File: config.mk
export PLATFORM = sky130hd
export DESIGN_NAME = rx_packet_ring_writer
export DESIGN_NICKNAME = d
export VERILOG_FILES = /design/src/rtl/rx_ring_pkg.sv /design/src/rtl/rx_word_packer.sv /design/src/rtl/rx_packet_ring_writer.sv
export SDC_FILE = /design/constraint.sdc
export NUM_CORES = 1
export LEC_CHECK = 0
export ABC_CLOCK_PERIOD_IN_PS = 3700
export BUFFER_PORTS_ARGS = -buffer_cell sky130_fd_sc_hd__clkbuf_2
export CORE_ASPECT_RATIO = 1.4
export CORE_MARGIN = 2
export CORE_UTILIZATION = 30
export CTS_BUF_LIST = sky130_fd_sc_hd__clkbuf_8
export CTS_CLUSTER_DIAMETER = 100
export DETAILED_ROUTE_END_ITERATION = 16
export REMOVE_ABC_BUFFERS = 1
export SKIP_CTS_REPAIR_TIMING = 1
export SLEW_MARGIN = 5
export SYNTH_ARGS = -nofsm -noshare
export SYNTH_HDL_FRONTEND = slang
export SYNTH_SLANG_ARGS = --single-unit
File: constraint.sdc
create_clock -name clk_original -period 3.7 [get_ports clk_original]
set_input_delay 0.37 -clock clk_original [delete_from_list [all_inputs] [get_ports clk_original]]
set_output_delay 0.37 -clock clk_original [all_outputs]
set_load 0.05 [all_outputs]
File: src/rtl/rx_ring_pkg.sv
// Shared types and header field positions for the RX packet ring writer.
package rx_ring_pkg;

  typedef enum logic [1:0] {
    IDLE,
    RECV,
    FLUSH,
    HDR
  } rx_state_e;

  localparam int unsigned HDR_VALID   = 31;
  localparam int unsigned HDR_OVF     = 21;
  localparam int unsigned HDR_ERR_LSB = 16;
  localparam int unsigned HDR_LEN_MSB = 15;

  function automatic logic [31:0] pack_header(input logic        ovf,
                                              input logic [4:0]  err,
                                              input logic [15:0] len);
    logic [31:0] h;
    h                       = '0;
    h[HDR_VALID]            = 1'b1;
    h[HDR_OVF]              = ovf;
    h[HDR_ERR_LSB +: 5]     = err;
    h[HDR_LEN_MSB:0]        = len;
    return h;
  endfunction

endpackage

File: src/rtl/rx_word_packer.sv
// Little-endian byte-to-word packer: accumulates bytes, reports lane fill,
// byteenable for the (possibly partial) word and a word-complete flag.
module rx_word_packer #(
  parameter int unsigned DW = 32
) (
  input  logic            clk,
  input  logic            rst,
  input  logic            start_i,
  input  logic            push_i,
  input  logic            done_i,
  input  logic [7:0]      byte_i,
  output logic [DW-1:0]   word_o,
  output logic [DW/8-1:0] be_o,
  output logic            full_o,
  output logic            any_o
);

  localparam int unsigned NB = DW / 8;
  localparam int unsigned LW = $clog2(NB);

  logic [DW-1:0] acc_q, acc_d, base_acc;
  logic [LW-1:0] lane_q, lane_d, base_lane;
  logic [LW:0]   fill;

  // start_i discards any leftover bytes so the sop byte lands in lane 0
  always_comb begin
    base_acc  = start_i ? '0 : acc_q;
    base_lane = start_i ? '0 : lane_q;
    word_o    = base_acc;
    for (int unsigned i = 0; i < NB; i++) begin
      if (push_i && base_lane == LW'(i)) word_o[i*8 +: 8] = byte_i;
    end
    fill   = {1'b0, base_lane} + (LW+1)'(push_i);
    full_o = (fill == (LW+1)'(NB));
    any_o  = (fill != '0);
    for (int unsigned i = 0; i < NB; i++) begin
      be_o[i] = ((LW+1)'(i) < fill);
    end
    if (full_o || done_i) begin
      acc_d  = '0;
      lane_d = '0;
    end else begin
      acc_d  = word_o;
      lane_d = fill[LW-1:0];
    end
  end

  always_ff @(posedge clk or posedge rst) begin
    if (rst) begin
      acc_q  <= '0;
      lane_q <= '0;
    end else begin
      acc_q  <= acc_d;
      lane_q <= lane_d;
    end
  end

endmodule

File: src/rtl/rx_packet_ring_writer.sv
// Writes byte-wide Avalon-ST packets into a ring of fixed-size RAM slots with a
// header word per slot. Optional macro RX_PKT_ERR_DROP_EN drops errored packets.
module rx_packet_ring_writer
  import rx_ring_pkg::*;
#(
  parameter int unsigned RAM_DW  = 32,
  parameter int unsigned RAM_AW  = 10,
  parameter int unsigned SLOT_AW = 8
) (
  input  logic                        clk_original,
  input  logic                        rst,
  input  logic [7:0]                  ff_rx_data,
  input  logic                        ff_rx_sop,
  input  logic                        ff_rx_eop,
  input  logic                        ff_rx_dval,
  input  logic [4:0]                  rx_err,
  output logic                        ff_rx_rdy,
  output logic [RAM_AW-1:0]           ram_addr,
  output logic                        ram_chipselect,
  output logic                        ram_write,
  output logic [RAM_DW-1:0]           ram_writedata,
  output logic [RAM_DW/8-1:0]         ram_byteenable,
  input  logic                        slot_release,
  output logic                        pkt_done,
  output logic [RAM_AW-SLOT_AW-1:0]   pkt_slot,
  output logic [RAM_AW-SLOT_AW:0]     slots_used,
  output logic                        ring_full
);

  localparam int unsigned SW  = RAM_AW - SLOT_AW;
  localparam int unsigned NS  = 1 << SW;
  localparam int unsigned NB  = RAM_DW / 8;
  localparam logic [15:0] CAP = 16'(((1 << SLOT_AW) - 1) * NB);

`ifdef RX_PKT_ERR_DROP_EN
  localparam logic ERR_DROP = 1'b1;
`else
  localparam logic ERR_DROP = 1'b0;
`endif

  rx_state_e state_q, state_d;

  logic               rdy_q, rdy_d;
  logic [SLOT_AW-1:0] wp_q, wp_d, wp_cur;
  logic [15:0]        len_q, len_d;
  logic               ovf_q, ovf_d;
  logic [4:0]         err_q, err_d;
  logic [SW-1:0]      wslot_q, wslot_d;
  logic [SW:0]        used_q, used_d;
  logic               full_q, full_d;
  logic               wr_q, wr_d;
  logic [RAM_AW-1:0]  addr_q, addr_d;
  logic [RAM_DW-1:0]  data_q, data_d;
  logic [NB-1:0]      be_q, be_d;
  logic               done_q, done_d;
  logic [SW-1:0]      pslot_q, pslot_d;

  logic beat, start, store, push, eop_beat, commit, release_ok;
  logic [RAM_DW-1:0] pk_word;
  logic [NB-1:0]     pk_be;
  logic              pk_full, pk_any;

  // sop restarts the packet in both IDLE and RECV; stray non-sop beats in IDLE are dropped
  always_comb begin
    beat       = ff_rx_dval & rdy_q;
    start      = beat & ff_rx_sop & ((state_q == IDLE) | (state_q == RECV));
    store      = start | (beat & (state_q == RECV));
    push       = store & (start | (len_q != CAP));
    eop_beat   = store & ff_rx_eop;
    wp_cur     = start ? SLOT_AW'(1) : wp_q;
    commit     = (state_q == HDR);
    release_ok = slot_release & (used_q != '0);
  end

  rx_word_packer #(.DW(RAM_DW)) u_packer (
    .clk     (clk_original),
    .rst     (rst),
    .start_i (start),
    .push_i  (push),
    .done_i  (eop_beat),
    .byte_i  (ff_rx_data),
    .word_o  (pk_word),
    .be_o    (pk_be),
    .full_o  (pk_full),
    .any_o   (pk_any)
  );

  always_ff @(posedge clk_original or posedge rst) begin
    if (rst) state_q <= IDLE;
    else     state_q <= state_d;
  end

  always_comb begin
    state_d = state_q;
    unique case (state_q)
      IDLE:    if (start) state_d = eop_beat ? FLUSH : RECV;
      RECV:    if (eop_beat) state_d = FLUSH;
      FLUSH:   state_d = (ERR_DROP && err_q != '0) ? IDLE : HDR;
      HDR:     state_d = IDLE;
      default: state_d = IDLE;
    endcase
  end

  // The partial last word is registered on the eop beat itself, so it appears
  // on the bus while the FSM sits in FLUSH; the header follows from FLUSH.
  always_comb begin
    wr_d    = 1'b0;
    addr_d  = '0;
    data_d  = '0;
    be_d    = '0;
    done_d  = 1'b0;
    pslot_d = pslot_q;
    if (push && (pk_full || (eop_beat && pk_any))) begin
      wr_d   = 1'b1;
      addr_d = {wslot_q, wp_cur};
      data_d = pk_word;
      be_d   = pk_be;
    end
    if (state_q == FLUSH && state_d == HDR) begin
      wr_d   = 1'b1;
      addr_d = {wslot_q, SLOT_AW'(0)};
      data_d = RAM_DW'(pack_header(ovf_q, err_q, len_q));
      be_d   = '1;
    end
    if (commit) begin
      done_d  = 1'b1;
      pslot_d = wslot_q;
    end
    used_d = used_q + (SW+1)'(commit) - (SW+1)'(release_ok);
    full_d = (used_d == (SW+1)'(NS));
    unique case (state_d)
      IDLE:    rdy_d = ~full_d;
      RECV:    rdy_d = 1'b1;
      default: rdy_d = 1'b0;
    endcase
  end

  always_comb begin
    wp_d    = wp_q;
    len_d   = len_q;
    ovf_d   = ovf_q;
    err_d   = err_q;
    wslot_d = wslot_q;
    if (store) begin
      wp_d  = (push && pk_full) ? wp_cur + 1'b1 : wp_cur;
      len_d = start ? 16'(push) : len_q + 16'(push);
      ovf_d = start ? 1'b0 : (ovf_q | ~push);
      if (eop_beat)   err_d = rx_err;
      else if (start) err_d = '0;
    end
    if (commit) wslot_d = wslot_q + 1'b1;
  end

  always_ff @(posedge clk_original or posedge rst) begin
    if (rst) begin
      rdy_q   <= 1'b0;
      wp_q    <= '0;
      len_q   <= '0;
      ovf_q   <= 1'b0;
      err_q   <= '0;
      wslot_q <= '0;
      used_q  <= '0;
      full_q  <= 1'b0;
      wr_q    <= 1'b0;
      addr_q  <= '0;
      data_q  <= '0;
      be_q    <= '0;
      done_q  <= 1'b0;
      pslot_q <= '0;
    end else begin
      rdy_q   <= rdy_d;
      wp_q    <= wp_d;
      len_q   <= len_d;
      ovf_q   <= ovf_d;
      err_q   <= err_d;
      wslot_q <= wslot_d;
      used_q  <= used_d;
      full_q  <= full_d;
      wr_q    <= wr_d;
      addr_q  <= addr_d;
      data_q  <= data_d;
      be_q    <= be_d;
      done_q  <= done_d;
      pslot_q <= pslot_d;
    end
  end

  assign ff_rx_rdy      = rdy_q;
  assign ram_addr       = addr_q;
  assign ram_chipselect = wr_q;
  assign ram_write      = wr_q;
  assign ram_writedata  = data_q;
  assign ram_byteenable = be_q;
  assign pkt_done       = done_q;
  assign pkt_slot       = pslot_q;
  assign slots_used     = used_q;
  assign ring_full      = full_q;

endmodule

==> metrics.cfg <==
[synth]
async_flop_share = 1.00
synth_top_family_by_area = simple AND/OR/NAND/NOR gates
ys_ff_latch = 123
yosys.area_share.adder = 0.0230
synth_top_area_share = 0.589
synth-edff-count = 0
muxShareOfSynthArea = 0.0635
synth_compound_area_frac = 0.0479
synth_cells = 479
synth.area.top_cells = dfrtp_1 (59%), mux2i_1 (6.1%), nor2_1 (5.0%)
synth.largest_area_cell = dfrtp_1
ys.warnings.count = 0
ys_seq_area_frac = 0.589
synth_ff_type = dfrtp_1
avgSynthCellArea_um2 = 10.9
synthesis.area_um2 = 5220
synth-simple-area-share = 0.207
yosysUniqueCellTypes = 45
synth_xor_area_frac = 0.0386

[timing]
grt_setup_unrepaired = false
fin_crit_sh = 0.904
period_needed_ps = 3340
clock.fmax_mhz = 299
finClkSkew_ps = 12.1
fin_hold_ws_ps = 46.8
hold_viol = 0
setup_viol = 0
tightest_slew_ps = 885
maxSlewViolCount = 0
slew_headroom = 0.407

[finish]
final_cell_mix = dfrtp_1 (123), clkbuf_2 (74), nor2_1 (69), nand2_1 (47), mux2i_1 (32)
areaGrowthSynthToFinish_pct = 20.5
layout-drive-gt1-share = 0.219
fin_nets = 587
finalInstanceArea_um2 = 6290
final_common_cell = dfrtp_1
multi_input_area_um2 = 1990
ff_latch_area_um2 = 3080
fillers = 1728
antenna_cells = 0

[cts]
clk_path_buf_depth = 2
cts_root_buffer = clkbuf_8
cts_tree = done
clk_latency_ps = 420
clkTransAtPathRegs_ps = 70
cts_buffers = 17
cts_num_sinks = 123
h-tree-depth = 4

[setup_path]
arrival_ps = 3640
slowest_stage = or4_4
crit_chain = or4_4, nor4_4, o21ai_1, ha_1, inv_1, ha_1, nor3b_1, and3_1, nor4b_1, xnor2_1, nor2_1
crit_path_frequent_cell = ha_1
critPathKind = flop to flop
start_kind = flop
crit_path_end_kind = flop
crit_required_ps = 4000
max_stage_delay_ps = 580
path_delay_family = simple AND/OR/NAND/NOR gates
path_buf_inv = 1
cp_max_fo = 5

[floorplanning]
die_y_um = 160
io_pins = 75
row_count = 57
coreArea_um2 = 17200
initial_core_util = 0.304
die_w_um = 116
die_area_um2 = 18500

[pwr]
peakVddDrop_uv = 540
pwr_density_cell_nw_per_um2 = 690
power_uw = 4350
cellLeakagePower_uw = 0.00323

[grt]
antenna_found_initial = 0
grt_pass1_vias = 4010
gr-total-overflow = 0
track_usage = 0.144
grt_max_degree = 57
grt_pass1_wl_mm = 20.7

[place]
place_area_um2 = 5860
hpwl_mm = 8.87
numPortBuffers = 74
place.gp.congestion = 0.818

[status]
status = finished clean

[detailed_routing]
wire_per_inst_um = 15.7
detail-route-antenna-nets = 0
drt_pass1_iterations = 4
vias = 3790
vias_per_cell = 4.69
drc = 0
postRouteWirelength_mm = 12.7
drt_iter0_markers = 198

[hold_path]
hold_class = input pin to async pin

[flow_run]
max-cap-violations = 0

final timing paths:
check	end	startpoint	slack, ps	cells past startpoint
setup / recovery	wp_q[6]	len_q[0]	360	11
hold / removal	ram_chipselect	rst	50	2
setup reg to reg	wp_q[6]	len_q[0]	360	11
hold reg to reg	pkt_slot[0]	pkt_slot[0]	480	2
max in group asynchronous	u_packer.acc_q[7]	rst	2720	3
min in group clk_original	err_q[3]	rx_err[3]	190	3
power breakdown:
group / internal, uW / switching (uW)
registers: 1600 / 140
logic: 415 / 898
clock network: 764 / 527
per-stage QoR:
stage,TNS (ps),worst slack (ps),util,std cells
6_report,0,356,0.366,808
3_5_place_dp,0,398,0.341,776
5_1_grt,0,184,0.366,808
3_3_place_gp,0,472,0.341,776
4_1_cts,0,383,0.366,808
2_1_floorplan,-298,-85.3,-,455
kinds of logic after synthesis:
group | count (synthesis)
AO/OA/AOI/OAI | 43
XOR/XNOR | 23
adder cells (fa/ha/maj) | 9
buffers and inverters | 35
flip-flops | 123
multiplexers | 33
AND/OR/NAND/NOR | 213
registers in the layout (all words and copies together), names as in the netlist, 2 cells and up:
signal           cells
ram_addr            10
u_packer.acc_q      32
slots_used           3
u_packer.lane_q      2
state_q              2
pkt_slot             2
err_q                5
ram_writedata       32
len_q               16
wp_q                 8
wslot_q              2
ram_byteenable       4
per-layer routing:
metal,share of wire,GRT usage
met5,0,0
met3,0.041,0.0334
met1,0.40,0.168
met2,0.54,0.256
met4,0.015,0.0493
final cells by class:
cell class / count / area share
well taps: 236 / 0.0469
repair buffers: 85 / 0.0720
clock buffers: 19 / 0.0415
flip-flops and latches: 123 / 0.489
clock inverters: 13 / 0.0278
inverters: 11 / 0.00696
multi-input cells: 321 / 0.316
cell usage after synthesis, types with 2 or more instances:
cell type    n
buf_6        2
nor4_1       4
and4b_1      2
ha_1         8
nand3_1     21
nand4b_1     4
or4_4        2
nand4_1      8
buf_4        3
nand2_1     47
xor2_1       9
nand2b_1     2
a21boi_0     2
inv_1       11
o22ai_1      2
or3_1        2
nor2_1      69
dfrtp_1    123
mux2i_1     32
and2_1      27
nor2b_1      4
nor3_1       3
a21oi_1      4
o21ai_1     19
nor3b_1      9
xnor2_1     14
o21ai_0     11
clkbuf_1    18
Note: power is estimated with default switching activity, not from simulation.
